<file path="config.mk">
export PLATFORM = sky130hd
export DESIGN_NAME = multiplier_32
export DESIGN_NICKNAME = d
export VERILOG_FILES = /design/src/rtl/multiplier_32.sv
export SDC_FILE = /design/constraint.sdc
export NUM_CORES = 1
export LEC_CHECK = 0
export ABC_CLOCK_PERIOD_IN_PS = 3950
export BUFFER_PORTS_ARGS = -buffer_cell sky130_fd_sc_hd__buf_2
export CAP_MARGIN = 10
export CORE_AREA = 2 2 140 142
export CTS_BUF_LIST = sky130_fd_sc_hd__clkbuf_2
export CTS_CLUSTER_SIZE = 30
export DETAILED_ROUTE_END_ITERATION = 8
export DIE_AREA = 0 0 142 144
export MAX_ROUTING_LAYER = met4
export PLACE_DENSITY = 0.64
export SKIP_CTS_REPAIR_TIMING = 1
export SLEW_MARGIN = 20
export SYNTH_ARGS = -nofsm -noshare
export SYNTH_HDL_FRONTEND = slang
export SYNTH_SLANG_ARGS = --single-unit
</file>
<file path="constraint.sdc">
create_clock -name clk -period 3.95 [get_ports clk]
set_input_delay 0.1975 -clock clk [delete_from_list [all_inputs] [get_ports clk]]
set_output_delay 0.1975 -clock clk [all_outputs]
set_load 0.05 [all_outputs]
</file>
<file path="src/rtl/multiplier_32.sv">
`timescale 1ns/1ps
// ---------------------------------------------------------------------------
// multiplier_32
//
// Unsigned WIDTH x WIDTH -> 2*WIDTH sequential shift-add multiplier.
// One operand pair is accepted through a valid/ready handshake. One partial
// product is folded in per clock over exactly WIDTH cycles. The full product
// is then held until the consumer takes it.
//
// Ports:
//   clk        in   1         sole clock, rising edge
//   rst_n      in   1         synchronous active-low reset
//   in_valid   in   1         operand pair on a/b is valid
//   in_ready   out  1         block can accept an operand pair (IDLE only)
//   a          in   WIDTH     multiplicand, unsigned
//   b          in   WIDTH     multiplier, unsigned
//   out_valid  out  1         product is valid (DONE only)
//   out_ready  in   1         consumer accepts product
//   product    out  2*WIDTH   registered unsigned a*b
//   busy       out  1         high in RUN and DONE
// ---------------------------------------------------------------------------
module multiplier_32 #(
    parameter int WIDTH = 32
) (
    input  logic                 clk,
    input  logic                 rst_n,
    input  logic                 in_valid,
    output logic                 in_ready,
    input  logic [WIDTH-1:0]     a,
    input  logic [WIDTH-1:0]     b,
    output logic                 out_valid,
    input  logic                 out_ready,
    output logic [2*WIDTH-1:0]   product,
    output logic                 busy
);

    localparam int CW = $clog2(WIDTH);

    typedef enum logic [1:0] {
        IDLE = 2'd0,
        RUN  = 2'd1,
        DONE = 2'd2
    } state_t;

    state_t                r_state;
    state_t                w_nextState;
    logic [WIDTH-1:0]      r_mcand;
    logic [2*WIDTH:0]      r_acc;
    logic [CW-1:0]         r_count;
    logic [2*WIDTH-1:0]    r_product;
    logic [WIDTH:0]        w_sum;
    logic [2*WIDTH:0]      w_accNext;
    logic                  w_lastIter;

    // The last iteration is the one where the counter reads WIDTH-1; that
    // edge both finishes the accumulation and captures the product.
    assign w_lastIter = (r_count == CW'(WIDTH - 1));

    // One shift-add step. The upper half plus the multiplicand is formed as
    // a WIDTH+1 bit sum so the carry lands in the top accumulator bit; the
    // whole accumulator then shifts right with a zero fill.
    always_comb begin
        w_sum     = {1'b0, r_acc[2*WIDTH-1:WIDTH]} + {1'b0, r_mcand};
        w_accNext = {1'b0, r_acc[2*WIDTH:1]};
        if (r_acc[0]) begin
            w_accNext = {1'b0, w_sum, r_acc[WIDTH-1:1]};
        end
    end

    // State register.
    always_ff @(posedge clk) begin
        if (!rst_n) begin
            r_state <= IDLE;
        end else begin
            r_state <= w_nextState;
        end
    end

    // Next-state logic. in_valid only matters in IDLE and out_ready only in
    // DONE, so neither handshake can complete outside its own state.
    always_comb begin
        w_nextState = r_state;
        case (r_state)
            IDLE: if (in_valid)   w_nextState = RUN;
            RUN:  if (w_lastIter) w_nextState = DONE;
            DONE: if (out_ready)  w_nextState = IDLE;
            default:              w_nextState = IDLE;
        endcase
    end

    // Output decode: all handshake outputs are pure functions of state so
    // there is no combinational path from in_valid or out_ready.
    always_comb begin
        in_ready  = 1'b0;
        out_valid = 1'b0;
        busy      = 1'b0;
        case (r_state)
            IDLE: in_ready = 1'b1;
            RUN:  busy     = 1'b1;
            DONE: begin
                out_valid = 1'b1;
                busy      = 1'b1;
            end
            default: in_ready = 1'b0;
        endcase
    end

    // Datapath. Operands are captured only on the accept edge; the product
    // register is written only on the final iteration and otherwise holds,
    // so it stays stable through DONE and after returning to IDLE.
    always_ff @(posedge clk) begin
        if (!rst_n) begin
            r_mcand   <= '0;
            r_acc     <= '0;
            r_count   <= '0;
            r_product <= '0;
        end else begin
            case (r_state)
                IDLE: begin
                    if (in_valid) begin
                        r_mcand <= a;
                        r_acc   <= {{(WIDTH+1){1'b0}}, b};
                        r_count <= '0;
                    end
                end
                RUN: begin
                    r_acc   <= w_accNext;
                    r_count <= r_count + 1'b1;
                    if (w_lastIter) begin
                        r_product <= w_accNext[2*WIDTH-1:0];
                    end
                end
                default: begin
                end
            endcase
        end
    end

    assign product = r_product;

endmodule

</file>
==> metrics.md, run 1 <==
| Metric | Value |
|---|---|
| Status | `completed` |
| Sum Neg Setup Slack | `0 ns` |
| Number of global-route vias before repair | `7,247` |
| Clock Tree Buf Depth | `2` |
| Cells after Synth | `between 1,000 and 1,500` |
| Netlist cell types | `between 50 and 60` |
| Grt peak-use layer | `met2` |
| Fmax | `roughly 330 MHz` |
| Fin area | `just over 10,000 um2` |
| WP data required | `4.70 ns` |
| H-tree levels | `4` |
| Crit path from | `r_mcand[0]` |
| Placement Rows | `between 50 and 60` |
| Slew @ Worst Pin | `1.08 ns` |
| Async SR Flop Fraction | `0` |
| Core Area | `19,100 um2` |
| Register area share after synthesis | `0.399` |
| RePlAce Congestion | `0.936` |
| Final Cycle Share | `0.775` |
| Critical Path End Type | `flip-flop` |
| Post-Syn Nets | `approximately 1,200` |
| Initial antenna violation count | `1` |
| Root buf cell | `clkbuf_2` |
| CTS tree | `yes` |
| Crit-path max FO | `4` |
| GR Util met3 | `0.0421` |
| Max-slew violations | `0` |
| CP Data Arrival Time | `approximately 3.8 ns` |
| Worst flop-to-flop path startpoint | `r_mcand[0]` |
| TritonCTS Buffers | `17` |
| Global route overflow | `0` |
| Multi-input gate area | `~4700 um2` |
| Clk slew on worst S/H paths | `0.29 ns` |
| Total GRT Usage | `0.232` |
| Synth warn | `0` |
| Core Util, Final | `0.534` |
| Register area | `around 3300 um2` |
| Worst Setup Start Kind | `flip-flop` |
| Number of flops mapped to enable cells by yosys | `0` |
| Pwr Density | `~460 nW/um2` |
| DR pass1 iterations | `8` |
| Wire per inst | `16.3 um` |
| Ys flop type | `dfxtp_1` |
| I/O Buffers | `134` |
| Final Hold Fails | `0` |
| Nets | `1,311` |
| Area Growth Syn to Fin | `21.6%` |
| Hold WS | `approximately 0.11 ns` |
| Largest net degree at the start of global routing | `slightly above 70` |
| Starting Density | `0.439` |
| Clock sinks | `167` |
| Unrepaired setup endpoints after global routing | `no` |
| 1st-iter DRT viols | `slightly above 800` |
| Die width | `142 um` |
| Vias per inst | `between 5 and 6` |
| Finished Layout Cells | `about 1,500` |
| DP Area | `9160 um2` |
| Chip height | `144 um` |
| Leak | `4.16 nW` |
| Leading area contributor after synthesis | `dfxtp_1` |
| Die ar. | `between 20,000 and 25,000 um2` |
| Relative slew slack | `0.280` |
| Yosys reg bits | `167` |
| DRT antenna net count | `0` |
| Worst-Skew Late Latency | `about 0.83 ns` |
| Critical path type | `flip-flop to flip-flop` |
| DR vias | `about 8,100` |
| Largest cells by area after synthesis | `dfxtp_1, a21oi_1, nand2_1` |
| Mapped Avg Cell Area | `between 8 and 9 um2` |
| Post-synth top cells | `nand2_1, dfxtp_1, a21oi_1` |
| First-pass GRT wire length | `roughly 37,000 um` |
| DP Wirelength | `between 15,000 and 20,000 um` |
| Max-cap violation count | `0` |
| Met1 global-route usage | `0.320` |
| Peak supply drop | `0.000239 V` |
| Clock Skews | `around 0.05 ns` |
| Placed Instances | `around 1,300` |
| Post-Syn Area | `between 8000 and 9000 um2` |
| I/O Pins | `between 100 and 150` |
| Worst min-delay path class | `input pin to flip-flop` |
| # DRC | `0` |
| Synth top area share | `0.399` |
| Final wirelength | `between 20,000 and 25,000 um` |
| Most frequent cell after synthesis | `nand2_1` |
| Fraction of layout cells with a size suffix above 1 | `0.158` |
| Met2 Resource Use GR | `0.350` |
| Setup violations, final | `0` |
| Final min period | `~3.1 ns` |
| Hold Path Origin | `a[24]` |
| Filler cell count in the final layout | `about 1,800` |
layer usage:
| layer | wire length [um] | share of wire |
|---|---|---|
| met4 | 393 | 0.017 |
| met2 | 10800 | 0.45 |
| met1 | 11500 | 0.48 |
| met3 | 1050 | 0.044 |
| met5 | 0 | 0 |
sequential cells by signal (all words and copies together), names as in the netlist:
register and count:
product 64, r_acc 64, r_mcand 32, r_count 5, r_state 2
cell usage in the layout (no fill, tap or decap), drive strengths merged, types with 10 or more instances in the layout:
cell / instances
nor2: 104
nand4: 18
a21o: 11
mux2i: 48
nand3: 19
a211oi: 44
o21ai: 47
buf: 146
dfxtp: 167
ha: 37
xnor2: 15
a22oi: 11
nand2: 176
clkbuf: 17
dlygate4sd3: 78
a21oi: 142
a222oi: 13
xor2: 10
inv: 18
per-stage QoR:
stage               setup WS [ns]  power (mW)
finish                      0.890        4.67
global route                0.704        4.97
CTS                         0.959        4.58
detailed placement           1.04        3.65
global placement             1.05        3.63
floorplan                    1.51        3.24
worst max-delay path, cell delays in order (launching register included):
cell and delay [ns]:
dfxtp_1 0.39, ha_1 0.24, fa_1 0.42, a21oi_1 0.20
nor2_1 0.11, nor2_1 0.21, o21ai_2 0.14, a31oi_1 0.61
o311ai_2 0.24, xnor2_1 0.17, a311oi_1 0.25
kinds of logic after synthesis:
logic type | count (synthesis) | share of synthesized area
simple gates | 351 | 0.176
buf+inv | 95 | 0.0440
mux | 50 | 0.0600
flops | 167 | 0.399
xor+xnor | 25 | 0.0261
fa+ha+maj | 38 | 0.0576
compound gates | 319 | 0.238
report_power, final:
group / switching [mW] / total (mW) / internal, mW
clock: 0.723 / 0.932 / 0.209
combinational: 1.03 / 1.65 / 0.628
sequential: 0.190 / 2.08 / 1.89
total: 1.94 / 4.67 / 2.73
path summary, 6_finish.rpt:
kind	to	slack (ns)	cells after the start
hold / removal	r_mcand[24]	0.11	4
setup / recovery	product[61]	0.89	10
setup reg to reg	product[61]	0.89	10
hold reg to reg	product[10]	0.47	2
layout make-up:
cell class                 count  area share
multi-input combinational    783       0.461
sequential                   167       0.328
timing repair buffer         224       0.152
tap                          238      0.0292
clock inverter                15      0.0158
clock buffer                  17     0.00835
inverter                      12     0.00466
antenna                        2    0.000491
(Power assumes the default switching activity.)
==> run 2, diff against run 1 <==
--- a/config.mk
+++ b/config.mk
@@ -5,16 +5,17 @@
 export SDC_FILE = /design/constraint.sdc
 export NUM_CORES = 1
 export LEC_CHECK = 0
-export ABC_CLOCK_PERIOD_IN_PS = 3950
+export ABC_AREA = 1
+export ABC_CLOCK_PERIOD_IN_PS = 2550
 export BUFFER_PORTS_ARGS = -buffer_cell sky130_fd_sc_hd__buf_2
 export CAP_MARGIN = 10
-export CORE_AREA = 2 2 140 142
+export CORE_AREA = 2 2 145 147
 export CTS_BUF_LIST = sky130_fd_sc_hd__clkbuf_2
 export CTS_CLUSTER_SIZE = 30
 export DETAILED_ROUTE_END_ITERATION = 8
-export DIE_AREA = 0 0 142 144
+export DIE_AREA = 0 0 147 149
 export MAX_ROUTING_LAYER = met4
-export PLACE_DENSITY = 0.64
+export PLACE_DENSITY = 0.66
 export SKIP_CTS_REPAIR_TIMING = 1
 export SLEW_MARGIN = 20
 export SYNTH_ARGS = -nofsm -noshare
==> constraint.sdc (replaced) <==
create_clock -name clk -period 2.55 [get_ports clk]
set_input_delay 0.1275 -clock clk [delete_from_list [all_inputs] [get_ports clk]]
set_output_delay 0.1275 -clock clk [all_outputs]
set_load 0.05 [all_outputs]
==> metrics.md, run 2 <==
| Metric | Value |
|---|---|
| RePlAce Congestion | `0.972 (+3.8%)` |
| Critical Path End Type | `flip-flop` |
| Reg power frac | `0.408 (-0.038)` |
| Clock network fraction of design power | `0.179 (-0.020)` |
| Net switching power | `3.59 mW (+85%)` |
| Root buf cell | `clkbuf_2` |
| Synth top area share | `0.370 (-0.0292)` |
| Worst-Skew Late Latency | `0.80 ns (-0.03 ns)` |
| Area Growth Syn to Fin | `22.3%` |
| Clk slew on worst S/H paths | `0.29 ns (about the same)` |
| Crit-path max FO | `27 (+23)` |
| Crit-path max cell delay | `0.56 ns (-0.05 ns)` |
| First-pass GRT wire length | `42,200 um (+14%)` |
| Crit-path cells | `inv_1, ha_1, o21ai_4, o21ai_0, a31oi_1, dlygate4sd3_1` |
| CTS tree | `yes` |
| Most frequent cell after synthesis | `nand2_1` |
| Largest delay contributor family on the critical path | `compound AO/OA/AOI/OAI gates` |
| CP max stage cell | `dlygate4sd3_1` |
| Net Sw Frac | `0.441 (+0.0257)` |
| Post-Syn Area | `9050 um2 (+7.9%)` |
| I/O Pins | `135 (unchanged)` |
| H-tree levels | `4 (unchanged)` |
| Pwr Density | `735 nW/um2 (+60%)` |
| Leading cell type in the layout, fill and taps excluded | `nand2_1` |
| Number of global-route vias before repair | `8,455 (+17%)` |
| DR pass1 iterations | `7 (-1)` |
| Crit path depth | `6 (-4)` |
| Crit path capture | `r_acc[5]` |
| DR vias | `9,368 (+15%)` |
| Synth warn | `0 (unchanged)` |
| Hold Path Origin | `b[20]` |
| Setup violations, final | `0 (unchanged)` |
| Worst reg2reg setup slack | `0.36 ns (-0.53 ns)` |
| Core Area | `20,600 um2 (+7.7%)` |
| Placement Rows | `53 (+3.9%)` |
| Final min period | `2.19 ns (-0.866 ns)` |
| Most frequent cells in the layout | `nand2_1, nor2_1, dfxtp_1` |
| Register area | `3340 um2 (about the same)` |
| # DRC | `0 (unchanged)` |
| Filler cell count in the final layout | `2,099 (+15%)` |
| Largest cells by area after synthesis | `dfxtp_1, nand2_1, nor2_1` |
| Netlist cell types | `35 (-36%)` |
| Design Power | `8.13 mW (+74%)` |
| Slew @ Worst Pin | `0.603 ns (-0.476 ns)` |
| WP data required | `3.29 ns (-1.41 ns)` |
| Yosys reg bits | `167 (unchanged)` |
| Combinational Power Share | `0.413 (+0.059)` |
| Initial antenna violation count | `1 (unchanged)` |
| Peak supply drop | `0.000657 V (+180%)` |
| Final Hold Fails | `0 (unchanged)` |
| DRT antenna net count | `0 (unchanged)` |
| Pint | `4.55 mW (+67%)` |
| Fraction of layout cells with a size suffix above 1 | `0.143 (-0.0148)` |
| Die ar. | `21,900 um2 (+7.1%)` |
| Worst flop-to-flop path startpoint | `r_state[1]` |
| Status | `completed` |
| Final wirelength | `26,600 um (+12%)` |
| 1st-iter DRT viols | `656 (-19%)` |
| Post-Syn Nets | `1,514 (+32%)` |
| I/O Buffers | `134 (unchanged)` |
| Starting Density | `0.440 (+0.000671)` |
| Mapped Avg Cell Area | `6.43 um2 (-20%)` |
| Sum Neg Setup Slack | `0 ns (unchanged)` |
| Fmax | `456 MHz (+39%)` |
| Largest net degree at the start of global routing | `68 (-4.2%)` |
| Ys flop type | `dfxtp_1` |
| Max-slew violations | `0 (unchanged)` |
| Die width | `147 um (+3.5%)` |
| Reg2Reg Depth | `6 (-4)` |
| Wire per inst | `14.1 um (-13%)` |
| DP Wirelength | `18,600 um (+17%)` |
| Global route overflow | `0 (unchanged)` |
| CP Data Arrival Time | `2.94 ns (-0.87 ns)` |
| Leak | `5.50 nW (+32%)` |
| Unrepaired setup endpoints after global routing | `no` |
| Final Cycle Share | `0.861 (+0.0859)` |
| Worst Path Buf+Inv | `2 (+2)` |
| TritonCTS Buffers | `17 (unchanged)` |
| Clock sinks | `167 (unchanged)` |
| Number of flops mapped to enable cells by yosys | `0 (unchanged)` |
| Clock Skews | `0.0424 ns (-0.00660 ns)` |
| Vias per inst | `4.97 (-11%)` |
| Async SR Flop Fraction | `0 (unchanged)` |
| Nets | `1,703 (+30%)` |
| Worst min-delay path class | `input pin to flip-flop` |
| Cells after Synth | `1,408 (+35%)` |
| Multi-input gate area | `4840 um2 (+3.0%)` |
| Post-synth top cells | `nand2_1, nor2_1, dfxtp_1` |
| Total GRT Usage | `0.246 (+0.0137)` |
| Critical path type | `flip-flop to flip-flop` |
| Clock Tree Buf Depth | `2 (unchanged)` |
| Reg2Reg Capture Point | `r_acc[5]` |
| Chip height | `149 um (+3.5%)` |
| Relative slew slack | `0.598 (+0.318)` |
| Leading area contributor after synthesis | `dfxtp_1` |
| Crit path from | `r_state[1]` |
| Max-cap violation count | `0 (unchanged)` |
| Worst Setup Start Kind | `flip-flop` |
| Register area share after synthesis | `0.370 (-0.0292)` |
-- run 2: worst min path at each step --
stage               depth (start not counted)     endpoint  slack (ns)
floorplan                                   2     r_acc[0]        0.29
global placement                            3   r_mcand[3]        0.39
detailed placement                          3  r_mcand[28]        0.39
CTS                                         3    r_acc[10]       -0.51
global route                                4    r_acc[12]        0.05
finish                                      4    r_acc[20]        0.09
-- run 2: worst min-delay path, stage by stage --
cell	delay, ns
dlygate4sd3_1	0.52
buf_2	0.12
nand2_1	0.05
a31oi_1	0.07
-- run 2: stage by stage --
stage                     area (um2)  cells  hold slack (ns)   util  worst slack (ns)
after floorplan                 9050   1408            0.288      -             0.599
after global placement          9970   1769            0.387  0.485             0.415
after detailed placement        9970   1769            0.391  0.485             0.362
after CTS                      10200   1801           -0.509  0.497             0.375
after global routing           11100   1886           0.0545  0.538             0.108
final                          11100   1886           0.0935  0.538             0.355
-- run 2: cells by family (layout without fill, tap and decap cells) --
kind of cell / Yosys count / in the layout / share of synthesized area
AO/OA/AOI/OAI: 232 / 232 / 0.138
multiplexers: 1 / 1 / 0.00111
adder cells (fa/ha/maj): 38 / 38 / 0.0534
buffers and inverters: 227 / 429 / 0.0965
flip-flops: 167 / 167 / 0.370
other: 0 / 1 / 0
XOR/XNOR: 14 / 14 / 0.0136
AND/OR/NAND/NOR: 729 / 729 / 0.327
-- run 2: cell type report --
| type | count | share of cell area |
|---|---|---|
| clock inverter | 15 | 0.0147 |
| tap | 275 | 0.0311 |
| multi-input combinational | 1014 | 0.437 |
| antenna | 1 | 0.000226 |
| sequential | 167 | 0.302 |
| clock buffer | 17 | 0.00769 |
| inverter | 164 | 0.0556 |
| timing repair buffer | 233 | 0.151 |
-- run 2: routing by layer --
metal | GRT usage | up-vias | wire [um]
li1 | - | 4819 | -
met1 | 0.329 | 4250 | 12500
met2 | 0.385 | 260 | 12200
met3 | 0.0480 | 39 | 1490
met4 | 0.0606 | 0 | 444
met5 | - | - | 0
-- run 2: power by group through the flow --
stage / clock (mW) / sequential (mW) / combinational, mW
after floorplan: 0 / 3.28 / 2.36
after global placement: 0 / 3.36 / 3.09
after detailed placement: 0 / 3.37 / 3.12
after CTS: 1.50 / 3.32 / 3.13
after global routing: 1.60 / 3.38 / 3.78
final: 1.45 / 3.32 / 3.36
